File: src/rtl/dac_update_sched.sv
// dac_update_sched: periodic/software DAC reload scheduler with I2C timeout, retry/backoff and fault latch
module dac_update_sched #(
  parameter int TIMEOUT = 4096,
  parameter int BACKOFF = 16
) (
  input  logic        clk,
  input  logic        resetn,
  input  logic [15:0] period,
  input  logic        sw_req,
  input  logic [1:0]  retry_max,
  input  logic        fault_clr,
  input  logic        i2c_done,
  input  logic        i2c_error,
  output logic        i2c_resetn,
  output logic        i2c_enable,
  output logic        busy,
  output logic        fault,
  output logic        overrun,
  output logic [15:0] update_count,
  output logic [7:0]  err_count
);
  localparam int TW = $clog2(TIMEOUT + 1);
  localparam int BW = $clog2(BACKOFF + 1);
  typedef enum logic [2:0] {S_IDLE, S_LOAD, S_RUN, S_BACKOFF, S_FAULT} state_t;
  state_t state_q, state_d;
  logic [15:0] timer_q, timer_d, upd_q, upd_d;
  logic [7:0] err_q, err_d;
  logic [1:0] retry_q, retry_d;
  logic [TW-1:0] to_q, to_d;
  logic [BW-1:0] bo_q, bo_d;
  logic pending_q, pending_d, overrun_q, overrun_d;
  logic tick, req, ok, fail, can_retry;
  always_comb begin
    tick = period != 16'd0 && timer_q == 16'd0;
    timer_d = period == 16'd0 ? 16'd0 : tick ? period - 16'd1 : timer_q - 16'd1;
    req = (tick || sw_req) && state_q != S_FAULT;
    ok = state_q == S_RUN && i2c_done && !i2c_error;
    fail = state_q == S_RUN && (i2c_error || (!i2c_done && to_q == TW'(TIMEOUT - 1)));
    can_retry = retry_q < retry_max;
    pending_d = state_q == S_IDLE ? pending_q && req :
                state_q == S_FAULT ? pending_q && !fault_clr : pending_q || req;
    overrun_d = overrun_q || (req && pending_q);
    to_d = state_q == S_RUN ? to_q + TW'(1) : '0;
    bo_d = state_q == S_BACKOFF ? bo_q + BW'(1) : '0;
    upd_d = upd_q + 16'(ok);
    err_d = err_q + 8'(fail && err_q != 8'hff);
    retry_d = (ok || (state_q == S_FAULT && fault_clr)) ? 2'd0 :
              (fail && can_retry) ? retry_q + 2'd1 : retry_q;
    state_d = state_q;
    case (state_q)
      S_IDLE:    state_d = (pending_q || req) ? S_LOAD : S_IDLE;
      S_LOAD:    state_d = S_RUN;
      S_RUN:     state_d = ok ? S_IDLE : fail ? (can_retry ? S_BACKOFF : S_FAULT) : S_RUN;
      S_BACKOFF: state_d = bo_q == BW'(BACKOFF - 1) ? S_LOAD : S_BACKOFF;
      S_FAULT:   state_d = fault_clr ? S_IDLE : S_FAULT;
      default:   state_d = S_IDLE;
    endcase
  end
  always_ff @(posedge clk or negedge resetn) begin
    if (!resetn) begin
      state_q   <= S_IDLE;
      timer_q   <= '0;
      upd_q     <= '0;
      err_q     <= '0;
      retry_q   <= '0;
      to_q      <= '0;
      bo_q      <= '0;
      pending_q <= 1'b0;
      overrun_q <= 1'b0;
    end else begin
      state_q   <= state_d;
      timer_q   <= timer_d;
      upd_q     <= upd_d;
      err_q     <= err_d;
      retry_q   <= retry_d;
      to_q      <= to_d;
      bo_q      <= bo_d;
      pending_q <= pending_d;
      overrun_q <= overrun_d;
    end
  end
  assign i2c_resetn   = resetn && state_q != S_LOAD;
  assign i2c_enable   = state_q == S_RUN;
  assign busy         = state_q == S_LOAD || state_q == S_RUN || state_q == S_BACKOFF;
  assign fault        = state_q == S_FAULT;
  assign overrun      = overrun_q;
  assign update_count = upd_q;
  assign err_count    = err_q;
endmodule
File: config.mk
export PLATFORM = sky130hd
export DESIGN_NAME = dac_update_sched
export DESIGN_NICKNAME = d
export VERILOG_FILES = /design/src/rtl/dac_update_sched.sv
export SDC_FILE = /design/constraint.sdc
export NUM_CORES = 1
export LEC_CHECK = 0
export BUFFER_PORTS_ARGS = -buffer_cell sky130_fd_sc_hd__buf_4
export CAP_MARGIN = 0
export CORE_MARGIN = 2
export CORE_UTILIZATION = 59
export CTS_CLUSTER_DIAMETER = 100
export CTS_CLUSTER_SIZE = 14
export DETAILED_ROUTE_END_ITERATION = 12
export PLACE_DENSITY = 0.86
export RECOVER_POWER = 100
export SLEW_MARGIN = 20
export SYNTH_ARGS = -nofsm -noshare
export SYNTH_HDL_FRONTEND = slang
export SYNTH_SLANG_ARGS = --single-unit
File: constraint.sdc
create_clock -name clk -period 6.1 [get_ports clk]
set_input_delay 0.61 -clock clk [delete_from_list [all_inputs] [get_ports clk]]
set_output_delay 0.61 -clock clk [all_outputs]
set_load 0.005 [all_outputs]
# After elaboration in Yosys (flattened, before gate mapping)
# Cells that the tools add are included.
# word_totals
in_bits	24
output_inout_bits	29
word_cells	68
ff_bits	65
# classes
order_cmp	1
addsub	7
muxes	15
n_eq_ne	9
reduce_logical	27
# ops
operator	count
$logic_not A16 Y1	2
$mux W16	2
$sub A16 B1 Y16 const B	2
$add A16 B1 Y16	1
$reduce_bool A16 Y1	1
$pmux W3 S5	1
$add A13 B1 Y13 const B	1
$eq A13 B12 Y1 const B	1
$mux W13	1
$logic_and A1 B1 Y1	12
$mux W3	4
$add A8 B1 Y8	1
$ne A8 B8 Y1 const B	1
$logic_or A1 B1 Y1	7
$eq A3 B2 Y1 const B	2
$mux W2	3
$add A5 B1 Y5 const B	1
$eq A5 B4 Y1 const B	1
$mux W5	1
$eq A3 B1 Y1 const B	1
$eq A3 B3 Y1 const B	1
$logic_not A1 Y1	3
$logic_not A3 Y1	1
$mux W1	3
5 further kinds	5

# Logic depth before layout (Yosys ltp)
# depth
word_depth	7
depth_mapped	12
ltp_nobuf	10

# Worst setup path before layout
# OpenSTA, ideal clock, no wires.
# synth_path
path_type	input to register
from	in period[5]
to	reg timer_q[14]
stages	10
arrival_ns	3.059
n_path_buf	1
required_time_ns	6.034
setup_time_ns	0.066
setup_slack_ns	2.975
path_cell_list	or4_4 > nor3_4 > a211oi_2 > a21oi_1 > ha_1 > o211ai_1 > or3b_1 > buf_6 > or4_1 > nand2_1
# synth_between
elab_chain_len	4
word_cells_on_any_way	6
classes_between	add/sub (1); mux (2); reduce/logical (3)
# synth_rtl
item	line	rtl
start, declared	8	input logic [15:0] period,
parallel branches: the longest is 3 deep, another holds $sub A16 B1 Y16	n/a	
$mux W16 (*)	35	timer_d = period == 16'd0 ? 16'd0 : tick ? period - 16'd1 : timer_q - 16'd1;
named net timer_d[14]	26	logic [15:0] timer_q, timer_d, upd_q, upd_d;
end signal, assigned	72	timer_q <= timer_d;
end, declared	26	
# Mark *: on every way through the listed nets, which the timed path passes.
# A chain may end at the register's enable or synchronous reset.

# Final worst setup path
# layout_path
from	in resetn
to	out i2c_resetn
# layout_between
elab_chain_len	1
# layout_rtl
item	line	rtl
start, declared	7	input logic resetn,
$logic_and A1 B1 Y1	82	assign i2c_resetn = resetn && state_q != S_LOAD;
end, declared	14	output logic i2c_resetn,
# Every way passes these cells.

==> results.md <==
- DIE WIDTH: 79.4 um
- DR vias/cell: slightly below 6
- CTS Hold Buffers Added: 0
- DIE AREA: about 6300 um^2
- CTS tree: done
- Slew @ Worst Pin: 3380 ps
- Post-DR wirelength/cell: 14.4 um
- Detailed-route via count: roughly 2,700
- Pwr/cell area: roughly 360 nW/um^2
- Total track usage: 23.4%
- Antenna diodes: 0
- Core Util, Final: just over 70%
- CTS Buf Count: 9
- Overflow after GRT: 0
- Ys async rst share: 100%
- Worst vdd ir: 215 uV
- Endpoint type of the worst setup path: output port
- Fmax achieved: roughly 0.25 GHz
- Gp weighted congestion: about 0.89
- Comb power frac: 30.9%
- Critical Path RT: between 5000 and 6000 ps
- NetSw: around 0.00051 W
- Static leakage: around 1.8 nW
- Placed Area: between 3000 and 4000 um^2
- Vias in the first global route: about 2,700
- R2r setup slk: around 2600 ps
- Setup violations, final: 0
- Register area share after synthesis: between 40% and 50%
- Critical Path Fanout Max: 66
- Post-Syn Nets: approximately 370
- Root Driver: clkbuf_8
- Initial Utilization: between 60% and 70%
- Final HPWL DP: between 4000 and 5000 um
- Clock sink total: 65
- Seq pwr share: 46.7%
- Clk Latency, worst-skew pair: 340 ps
- # IOs: 53
- Post-synth top flop: dfrtp_1
- # H-tree levels: 3
- Ys Warns: 0
- Setup bufs post-CTS: 0
- Core Box Area: approximately 5500 um^2
- Post-Syn Area per Cell: ~10 um^2
- Violated checks: capacitance limit, slew limit
- Register bit total from synthesis: 65
- P&R area growth vs syn: 17.6%
- Fillers: approximately 420
- TritonRoute pass-1 iters: 4
- Final hold viol count: 0
- Worst path arrival time: ~3400 ps
- First-iteration detailed-routing DRC count: 140
- CP startpoint kind: primary input
- Post-Syn Area: about 3400 um^2
- Core Rows: 27
- RSZ-0062 raised after global routing: no
- Die Ht: a little under 80 um
- Internal power: between 0.0009 and 0.001 W
- Tmin final: ~4000 ps
- Initial antenna violation count: 0
- Max Slew Vio Count: 67
- Outcome: finished, violations left
- DRC viols: 0
- Cell count after synthesis: ~330
- Clock-pin slew on the worst setup and hold paths: approximately 70 ps
- Wirelength, routed: 6690 um
- CTS Buffer Depth: 2
- Detail Route Antenna Nets: 0
- Maxcap violations: 1
- Post-synth EDFFs: 0
- First-pass GRT wire length: between 10,000 and 15,000 um
- PostCTS Resize Cnt: 0
- Most common cell after layout, fill and taps aside: dfrtp_1
- Commonest cells after routing, fill and taps aside: 65 x dfrtp_1, 41 x nor2_1, 28 x clkbuf_4
- Net Sw Frac: about 36%
- Setup Skew: between 5 and 6 ps
- Layout cell share with drive strength beyond 1: between 10% and 20%
- Setup TNS: 0 ps
- Nets@finish: 422
- Largest net degree at the start of global routing: 67
- Slew HR: -125%
- Synth cell types: 50
- I/O Buffers: 52
- Min-Delay Path Class: flip-flop to flip-flop
- Clk pwr share: between 20% and 30%
- Cell area after layout: 3950 um^2
- Critical path class: primary input to output port
- Fin crit share: around two thirds
-- registers in the layout (all words and copies together), names as in the netlist --
register and count:
timer_q 16, update_count 16, to_q 13, err_count 8, bo_q 5, state_q 3
retry_q 2, overrun 1, pending_q 1
-- cell families (layout without fill, tap and decap cells) --
logic type	Yosys count	after routing	share of synthesized area [%]
mux	4	4	1.19
flops	65	65	48.5
buf+inv	15	73	2.13
compound gates	57	57	11.2
fa+ha+maj	9	9	3.36
simple gates	147	147	24.0
xor+xnor	37	37	9.66
-- worst max-delay path: stages --
cell	delay, ps
clkbuf_1	2330
o21a_1	300
clkbuf_4	140
-- final timing paths --
path	startpoint	end	cells after the start
max	resetn	i2c_resetn	3
min	bo_q[0]$_DFF_PN0_	bo_q[0]$_DFF_PN0_	1
max reg2reg	timer_q[8]$_DFF_PN0_	timer_q[10]$_DFF_PN0_	9
min reg2reg	bo_q[0]$_DFF_PN0_	bo_q[0]$_DFF_PN0_	1
max in group asynchronous	resetn	update_count[13]$_DFF_PN0_	1
min in group asynchronous	resetn	update_count[12]$_DFF_PN0_	1
-- per-stage QoR --
step | cells | hold slack [ps] | setup slack [ps] | total power [W]
2_1_floorplan | 334 | 314 | 2980 | 0.000945
5_1_grt | 464 | 481 | 1470 | 0.00152
6_report | 464 | 466 | 2060 | 0.00142
4_1_cts | 464 | 388 | 2950 | 0.00143
3_5_place_dp | 450 | 455 | 2620 | 0.00111
3_3_place_gp | 450 | 445 | 2690 | 0.00109
-- area by class of cell --
type / instances / area (um^2) / share of cell area [%]
Multi-Input combinational cell: 254 / 1650 / 41.8
Sequential cell: 65 / 1630 / 41.2
Timing Repair Buffer: 52 / 383 / 9.71
Clock buffer: 11 / 151 / 3.84
Tap cell: 72 / 90.1 / 2.28
Inverter: 7 / 26.3 / 0.666
Clock inverter: 3 / 17.5 / 0.444
-- routing by layer --
metal	up-vias	share of wire [%]	global-route usage, %	wire (um)
met4	0	1.7	7.93	115
met5	-	0	0	0
li1	1294	-	-	-
met2	84	49	39.7	3290
met1	1315	44	29.6	2910
met3	17	5.5	5.54	371
-- cells in the mapped netlist, types with 3 or more instances --
| cell | n | area (um^2) |
|---|---|---|
| or3_1 | 5 | 31.3 |
| or2_2 | 4 | 25.0 |
| a21oi_1 | 19 | 95.1 |
| dfrtp_1 | 65 | 1630 |
| clkbuf_1 | 6 | 22.5 |
| inv_1 | 7 | 26.3 |
| nand2b_1 | 6 | 37.5 |
| nor2b_1 | 3 | 18.8 |
| nand3_1 | 13 | 65.1 |
| and2_1 | 4 | 25.0 |
| mux2i_1 | 4 | 40.0 |
| and3_1 | 9 | 56.3 |
| o31ai_1 | 6 | 45.0 |
| xnor2_1 | 23 | 201 |
| nor3_1 | 11 | 55.1 |
| nand4_1 | 9 | 56.3 |
| xor2_1 | 14 | 123 |
| nand2_1 | 21 | 78.8 |
| a31oi_1 | 3 | 18.8 |
| nor2_1 | 41 | 154 |
| o21a_1 | 3 | 22.5 |
| nor4_1 | 4 | 25.0 |
| a21o_1 | 4 | 30.0 |
| ha_1 | 9 | 113 |
| o21ai_0 | 10 | 50.1 |
-- power by group through the flow --
stage,logic (W),clock network (W),registers (W)
after floorplan,0.000318,0,0.000627
after global placement,0.000431,0,0.000664
after detailed placement,0.000446,0,0.000665
after CTS,0.000447,0.000326,0.000660
after global routing,0.000502,0.000344,0.000678
final,0.000438,0.000317,0.000662
Power figures use the tool's default switching activity.
